===== config.mk =====
export PLATFORM = sky130hd
export DESIGN_NAME = predictor_eval_ctrl_flat
export DESIGN_NICKNAME = d
export VERILOG_FILES = /design/src/rtl/predictor_eval_if.sv /design/src/rtl/predictor_eval_ctrl.sv /design/src/flat_wrapper.sv
export SDC_FILE = /design/constraint.sdc
export NUM_CORES = 1
export LEC_CHECK = 0
export CAP_MARGIN = 20
export CORE_UTILIZATION = 60
export CTS_CLUSTER_SIZE = 14
export DETAILED_ROUTE_END_ITERATION = 16
export DONT_BUFFER_PORTS = 1
export GPL_ROUTABILITY_DRIVEN = 0
export GPL_TIMING_DRIVEN = 0
export HOLD_SLACK_MARGIN = 0.06
export PLACE_DENSITY = 0.87
export SYNTH_ARGS = -nofsm -noshare
export SYNTH_HDL_FRONTEND = slang
export SYNTH_SLANG_ARGS = --single-unit

===== constraint.sdc =====
create_clock -name clk -period 4.7 [get_ports clk]
set_input_delay 0.705 -clock clk [delete_from_list [all_inputs] [get_ports clk]]
set_output_delay 0.705 -clock clk [all_outputs]
set_load 0.005 [all_outputs]

===== src/rtl/predictor_eval_if.sv =====
// Bundle between the predictor evaluation scheduler and its test/config
// side plus the two predictor datapaths.
//
// Load handshake: a pattern bit transfers on a rising clk edge where
// load_valid && load_ready are both high. load_valid may be raised at any
// time. A transfer does not take place while load_ready is low (full buffer
// or evaluation in progress), and that bit is dropped rather than held.
interface predictor_eval_if #(
    parameter int DEPTH = 64,
    parameter int CW    = 8,
    parameter int PW    = $clog2(DEPTH) + 1
);
    // config / test side
    logic          clear_buf;
    logic          load_valid;
    logic          load_bit;
    logic          load_ready;
    logic [PW-1:0] fill;
    logic          start;
    logic          busy;
    // predictor side
    logic          pred_clr;
    logic          act_valid;
    logic          act_bit;
    logic          pred_a;
    logic          pred_b;
    // results
    logic [CW-1:0] cnt_a;
    logic [CW-1:0] cnt_b;
    logic [CW-1:0] total;
    logic [1:0]    winner;
    logic          done;
    // debug: current scheduler state (0 idle, 1 clear, 2 run, 3 done)
    logic [1:0]    state_dbg;

    modport slave (
        input  clear_buf, load_valid, load_bit, start, pred_a, pred_b,
        output load_ready, fill, busy, pred_clr, act_valid, act_bit,
               cnt_a, cnt_b, total, winner, done, state_dbg
    );

    modport master (
        output clear_buf, load_valid, load_bit, start, pred_a, pred_b,
        input  load_ready, fill, busy, pred_clr, act_valid, act_bit,
               cnt_a, cnt_b, total, winner, done, state_dbg
    );
endinterface


===== src/rtl/predictor_eval_ctrl.sv =====
// Predictor evaluation scheduler: stores a bit pattern, clears both
// predictors, replays the pattern one bit per cycle, scores each
// predictor's prediction against the replayed bit and reports a winner.
module predictor_eval_ctrl #(
    parameter int DEPTH = 64,
    parameter int CW    = 8
) (
    input  logic             clk,
    input  logic             reset,
    predictor_eval_if.slave  bus
);
    localparam int PW = $clog2(DEPTH) + 1;
    localparam int AW = $clog2(DEPTH);

    typedef enum logic [1:0] {
        S_IDLE  = 2'd0,
        S_CLEAR = 2'd1,
        S_RUN   = 2'd2,
        S_DONE  = 2'd3
    } state_t;

    state_t        state;
    logic [PW-1:0] fill;
    logic [AW-1:0] rd;
    logic          mem [DEPTH];

    logic          pred_clr;
    logic          act_valid;
    logic          act_bit;
    logic          done;
    logic [CW-1:0] cnt_a;
    logic [CW-1:0] cnt_b;
    logic [CW-1:0] total;
    logic [1:0]    winner;

    logic          in_idle;
    logic          full;
    logic          wr_en;
    logic [PW-1:0] fill_next;
    logic          start_ok;
    logic          last_bit;
    logic          match_a;
    logic          match_b;

    // Saturating increment; the counter sticks at all-ones instead of wrapping.
    function automatic logic [CW-1:0] sat_inc(input logic [CW-1:0] v, input logic en);
        return (en && (v != '1)) ? v + CW'(1) : v;
    endfunction

    // Decode of the IDLE-side requests; start looks at the post-write fill so
    // a bit loaded together with start is part of the run.
    always_comb begin
        in_idle   = (state == S_IDLE);
        full      = (fill == PW'(DEPTH));
        wr_en     = in_idle && bus.load_valid && !full && !bus.clear_buf;
        fill_next = fill;
        if (bus.clear_buf) begin
            fill_next = '0;
        end else if (wr_en) begin
            fill_next = fill + PW'(1);
        end
        start_ok  = in_idle && bus.start && (fill_next != '0);
        last_bit  = ({1'b0, rd} == (fill - PW'(1)));
        match_a   = (bus.pred_a == act_bit);
        match_b   = (bus.pred_b == act_bit);
    end

    // Pattern storage; contents need no reset, only fill decides what is valid.
    always_ff @(posedge clk) begin
        if (wr_en) begin
            mem[fill[AW-1:0]] <= bus.load_bit;
        end
    end

    // Scheduler FSM with all predictor-facing and result outputs registered.
    always_ff @(posedge clk or posedge reset) begin
        if (reset) begin
            state     <= S_IDLE;
            fill      <= '0;
            rd        <= '0;
            pred_clr  <= 1'b0;
            act_valid <= 1'b0;
            act_bit   <= 1'b0;
            done      <= 1'b0;
            cnt_a     <= '0;
            cnt_b     <= '0;
            total     <= '0;
            winner    <= 2'b00;
        end else begin
            case (state)
                S_IDLE: begin
                    fill <= fill_next;
                    if (start_ok) begin
                        pred_clr <= 1'b1;
                        state    <= S_CLEAR;
                    end
                end
                S_CLEAR: begin
                    pred_clr  <= 1'b0;
                    cnt_a     <= '0;
                    cnt_b     <= '0;
                    total     <= '0;
                    winner    <= 2'b00;
                    rd        <= '0;
                    act_valid <= 1'b1;
                    act_bit   <= mem[0];
                    state     <= S_RUN;
                end
                S_RUN: begin
                    cnt_a <= sat_inc(cnt_a, match_a);
                    cnt_b <= sat_inc(cnt_b, match_b);
                    total <= sat_inc(total, 1'b1);
                    if (last_bit) begin
                        act_valid <= 1'b0;
                        act_bit   <= 1'b0;
                        done      <= 1'b1;
                        state     <= S_DONE;
                    end else begin
                        rd      <= rd + AW'(1);
                        act_bit <= mem[rd + AW'(1)];
                    end
                end
                S_DONE: begin
                    done <= 1'b0;
                    if (cnt_a > cnt_b) begin
                        winner <= 2'b01;
                    end else if (cnt_b > cnt_a) begin
                        winner <= 2'b10;
                    end else begin
                        winner <= 2'b11;
                    end
                    state <= S_IDLE;
                end
                default: state <= S_IDLE;
            endcase
        end
    end

    // Status outputs decoded straight from registered state and fill.
    always_comb begin
        bus.load_ready = in_idle && !full;
        bus.busy       = !in_idle;
        bus.fill       = fill;
        bus.pred_clr   = pred_clr;
        bus.act_valid  = act_valid;
        bus.act_bit    = act_bit;
        bus.cnt_a      = cnt_a;
        bus.cnt_b      = cnt_b;
        bus.total      = total;
        bus.winner     = winner;
        bus.done       = done;
        bus.state_dbg  = state;
    end
endmodule


===== src/flat_wrapper.sv =====
// flat-port wrapper written by rule: the top's interface ports become plain ports
module predictor_eval_ctrl_flat 
#(
    parameter int DEPTH = 64,
    parameter int CW    = 8
)
  (clk, reset, bus_clear_buf, bus_load_valid, bus_load_bit, bus_start, bus_pred_a, bus_pred_b, bus_load_ready, bus_fill, bus_busy, bus_pred_clr, bus_act_valid, bus_act_bit, bus_cnt_a, bus_cnt_b, bus_total, bus_winner, bus_done, bus_state_dbg);
  predictor_eval_if #(.DEPTH(DEPTH), .CW(CW)) bus_i ();
  input  logic clk;
  input  logic reset;
  input wire logic [$bits(bus_i.clear_buf)-1:0] bus_clear_buf;
  input wire logic [$bits(bus_i.load_valid)-1:0] bus_load_valid;
  input wire logic [$bits(bus_i.load_bit)-1:0] bus_load_bit;
  input wire logic [$bits(bus_i.start)-1:0] bus_start;
  input wire logic [$bits(bus_i.pred_a)-1:0] bus_pred_a;
  input wire logic [$bits(bus_i.pred_b)-1:0] bus_pred_b;
  output wire logic [$bits(bus_i.load_ready)-1:0] bus_load_ready;
  output wire logic [$bits(bus_i.fill)-1:0] bus_fill;
  output wire logic [$bits(bus_i.busy)-1:0] bus_busy;
  output wire logic [$bits(bus_i.pred_clr)-1:0] bus_pred_clr;
  output wire logic [$bits(bus_i.act_valid)-1:0] bus_act_valid;
  output wire logic [$bits(bus_i.act_bit)-1:0] bus_act_bit;
  output wire logic [$bits(bus_i.cnt_a)-1:0] bus_cnt_a;
  output wire logic [$bits(bus_i.cnt_b)-1:0] bus_cnt_b;
  output wire logic [$bits(bus_i.total)-1:0] bus_total;
  output wire logic [$bits(bus_i.winner)-1:0] bus_winner;
  output wire logic [$bits(bus_i.done)-1:0] bus_done;
  output wire logic [$bits(bus_i.state_dbg)-1:0] bus_state_dbg;
  assign bus_i.clear_buf = bus_clear_buf;
  assign bus_i.load_valid = bus_load_valid;
  assign bus_i.load_bit = bus_load_bit;
  assign bus_i.start = bus_start;
  assign bus_i.pred_a = bus_pred_a;
  assign bus_i.pred_b = bus_pred_b;
  assign bus_load_ready = bus_i.load_ready;
  assign bus_fill = bus_i.fill;
  assign bus_busy = bus_i.busy;
  assign bus_pred_clr = bus_i.pred_clr;
  assign bus_act_valid = bus_i.act_valid;
  assign bus_act_bit = bus_i.act_bit;
  assign bus_cnt_a = bus_i.cnt_a;
  assign bus_cnt_b = bus_i.cnt_b;
  assign bus_total = bus_i.total;
  assign bus_winner = bus_i.winner;
  assign bus_done = bus_i.done;
  assign bus_state_dbg = bus_i.state_dbg;
  predictor_eval_ctrl #(.DEPTH(DEPTH), .CW(CW)) u_core (.clk(clk), .reset(reset), .bus(bus_i));
endmodule

==> summary.md <==
| Metric | Value |
|---|---|
| First drt pass iteration count | 6 |
| Final Critical Period | 2.85 ns |
| Port Buffer Count | 0 |
| First-pass GRT wire length | 20.7 mm |
| Io pins | 49 |
| Share of flip-flops with an asynchronous set or reset | 41.3% |
| Final WL | 12.8 mm |
| Clock tree from TritonCTS | built |
| Top cells by area, synth | edfxtp_1, dfrtp_1, nor2_1 |
| Power per cell area | 534 mW/mm^2 |
| Sequential cell area | 0.00305 sq mm |
| Worst-margin pin slew | 0.951 ns |
| Vias | 4211 |
| Leak | 2.32 nW |
| Number of synthesized flops with an enable pin | 64 |
| Total global routing overflow | 0 |
| Max clock buf depth | 2 |
| Critical path buffers and inverters | 2 |
| Worst hold path type | in2async |
| Status | finished, final reports clean |
| Post-route ant nets | 0 |
| Multi-input gate area | 0.00251 sq mm |
| Clock latency on the worst-skew pair | 0.39 ns |
| Rows | 35 |
| WP data required | 5.01 ns |
| Die area | 0.0100 sq mm |
| Final setup viols | 0 |
| CTS H-Tree Depth | 3 |
| Startpoint Class | flop |
| Yosys top cell by area | edfxtp_1 |
| Total CTS buffers | 9 |
| Die height | 100 um |
| Final Slew Violations | 0 |
| Worst-path clk slew | 0.11 ns |
| Worst vdd rail ir drop | 0.000271 V |
| Top_reg_cell synth | edfxtp_1 |
| Cells after Synth | 533 |
| Synthesized flop and latch total | 109 |
| Clk sinks | 109 |
| Pre-CTS setup slack | 1.96 ns |
| Layout fillers | 713 |
| Average size of a mapped cell | 10.9 sq um |
| CP endpoint kind | flop |
| Crit Path Class | reg2reg |
| Post-Syn Area | 0.00579 sq mm |
| Starting DRT DRC Count | 291 |
| Final nets | 571 |
| Sequential share of the synthesized area | 52.7% |
| Largest stage delay on the critical path | 0.53 ns |
| Clock root buffer | clkbuf_8 |
| Initial core utilization | 62.3% |
| Post-DP HPWL | 8.92 mm |
| Worst-path cell chain | buf_2 -> inv_1 -> ha_1 -> nor3b_2 -> nand2_1 -> xnor2_1 -> o41ai_4 -> a21boi_2 -> mux2i_1 |
| Drt wl/cell | 18.9 um |
| Critical path fanouts, max | 10 |
| Initial antenna violation count | 0 |
| Most frequent cells in the layout | nor2_1, edfxtp_1, dfrtp_1 |
| Cts repair resizes | 0 |
| Fmax achieved | 351 MHz |
| Final hold vios | 0 |
| RSZ-0062 raised after global routing | no |
| Pwr Total | 0.00327 W |
| Area share of the largest cell type after synthesis | 33.2% |
| Vias in the first global route | 4122 |
| Setup tns final | 0 ns |
| Vias per Instance | 6.21 |
| GR Util All Layers | 27.2% |
| Arrival @ worst endpoint | 3.16 ns |
| Antenna Cells | 0 |
| Final period util | 60.6% |
| Cts hold-fix bufs | 0 |
| Post-CTS setup buffer count | 0 |
| Distinct cells, synth | 54 |
| Die X | 100 um |
| Clock skew | 0.00768 ns |
| Warnings, synthesis | 0 |
| Setup ws final | 1.85 ns |
| Pin count of the biggest net entering global routing | 65 |
| Slowest cell on crit path | o41ai_4 |
| Drt drc | 0 |
| Crit path max-delay family | compound AO/OA/AOI/OAI gates |
| Worst slew margin | 36.5% |
| Fraction of layout cells with a size suffix above 1 | 10.2% |
| Core area | 0.00928 sq mm |
| Synth Net Count | 560 |
| # Max-Cap Violations | 0 |
| Synthesis-to-finish area growth | 6.06% |
| Most common cell after layout, fill and taps aside | nor2_1 |
sequential cells by signal (all words and copies together), names as in the netlist:
name / count
u_core.bus.act_bit: 1
u_core.bus.act_valid: 1
u_core.bus.cnt_a: 8
u_core.bus.cnt_b: 8
u_core.bus.done: 1
u_core.bus.fill: 7
u_core.bus.pred_clr: 1
u_core.bus.state_dbg: 2
u_core.bus.total: 8
u_core.bus.winner: 2
u_core.mem: 64
u_core.rd: 6
cell usage after synthesis, types with 5 or more instances:
cell	count
a21oi_1	10
ha_1	19
nand2_1	34
mux2i_1	15
inv_1	27
a31oi_1	5
nand3_1	31
xor2_1	13
clkbuf_1	14
dfrtp_1	45
nand4_1	6
mux4_2	12
a21o_1	6
mux2_2	6
nor3_1	7
o21ai_0	19
nor2_1	99
buf_2	10
or3_1	5
and3_1	7
xnor2_1	18
edfxtp_1	64
logic make-up (layout without fill, tap and decap cells):
logic type                 count (synthesis)  after routing  synth area share (%)
buffers and inverters                     54             70                  3.98
AOI/OAI and AO/OA                         81             81                  10.1
adders and majority gates                 19             19                  4.11
muxes                                     33             33                  8.43
and+or+nand+nor                          206            206                  16.0
DFF                                      109            109                  52.7
xor gates and xnor gates                  31             31                  4.69
worst paths after layout:
check / startpoint / end / slack [ns] / cells after the start
max: u_core.bus.fill[1] / u_core.bus.state_dbg[1] / 1.85 / 9
min: reset / u_core.bus.fill[4] / 0.39 / 1
max reg2reg: u_core.bus.fill[1] / u_core.bus.state_dbg[1] / 1.85 / 9
min reg2reg: u_core.bus.pred_clr / u_core.bus.pred_clr / 0.55 / 1
max in group asynchronous: reset / u_core.bus.cnt_a[4] / 3.71 / 1
min in group clk: bus_load_bit / u_core.mem[48] / 0.40 / 0
where the power goes:
group / leakage, nW / switching, W / internal, W
clock network: 0.0943 / 0.000363 / 0.000206
logic: 1.05 / 0.000858 / 0.000589
registers: 1.17 / 0.000139 / 0.00112
worst register-to-register path, cell delays in order, from the launching register on:
cell and delay [ns]:
dfrtp_1 0.44, buf_2 0.20, inv_1 0.15, ha_1 0.21, nor3b_2 0.39, nand2_1 0.12, xnor2_1 0.21, o41ai_4 0.53
a21boi_2 0.31, mux2i_1 0.22
metrics by stage:
step / instances / utilization (%) / hold slack, ns / area (sq um)
finish: 678 / 66.1 / 0.386 / 6140
global route: 678 / 66.1 / 0.375 / 6140
CTS: 678 / 66.1 / 0.389 / 6140
detailed placement: 662 / 64.1 / 0.529 / 5950
global placement: 662 / 64.1 / 0.523 / 5950
floorplan: 533 / - / 0.474 / 5790
cell type report:
class                           instances  share of cell area (%)
Buffer                                 27                    2.10
Clock buffer                            9                    2.02
Clock inverter                          7                    1.06
Inverter                               27                    1.65
Multi-Input combinational cell        370                    40.9
Sequential cell                       109                    49.7
Tap cell                              129                    2.63
layer usage:
metal  global-route usage (%)  vias to the layer above  wire (um)
met4                     10.7                        0        342
met2                     46.3                      170       6600
met5                        0                        -          0
li1                         -                     1934          -
met1                     34.0                     2075       4930
met3                     6.13                       32        945
No activity file was read; power rests on OpenSTA's default activity.
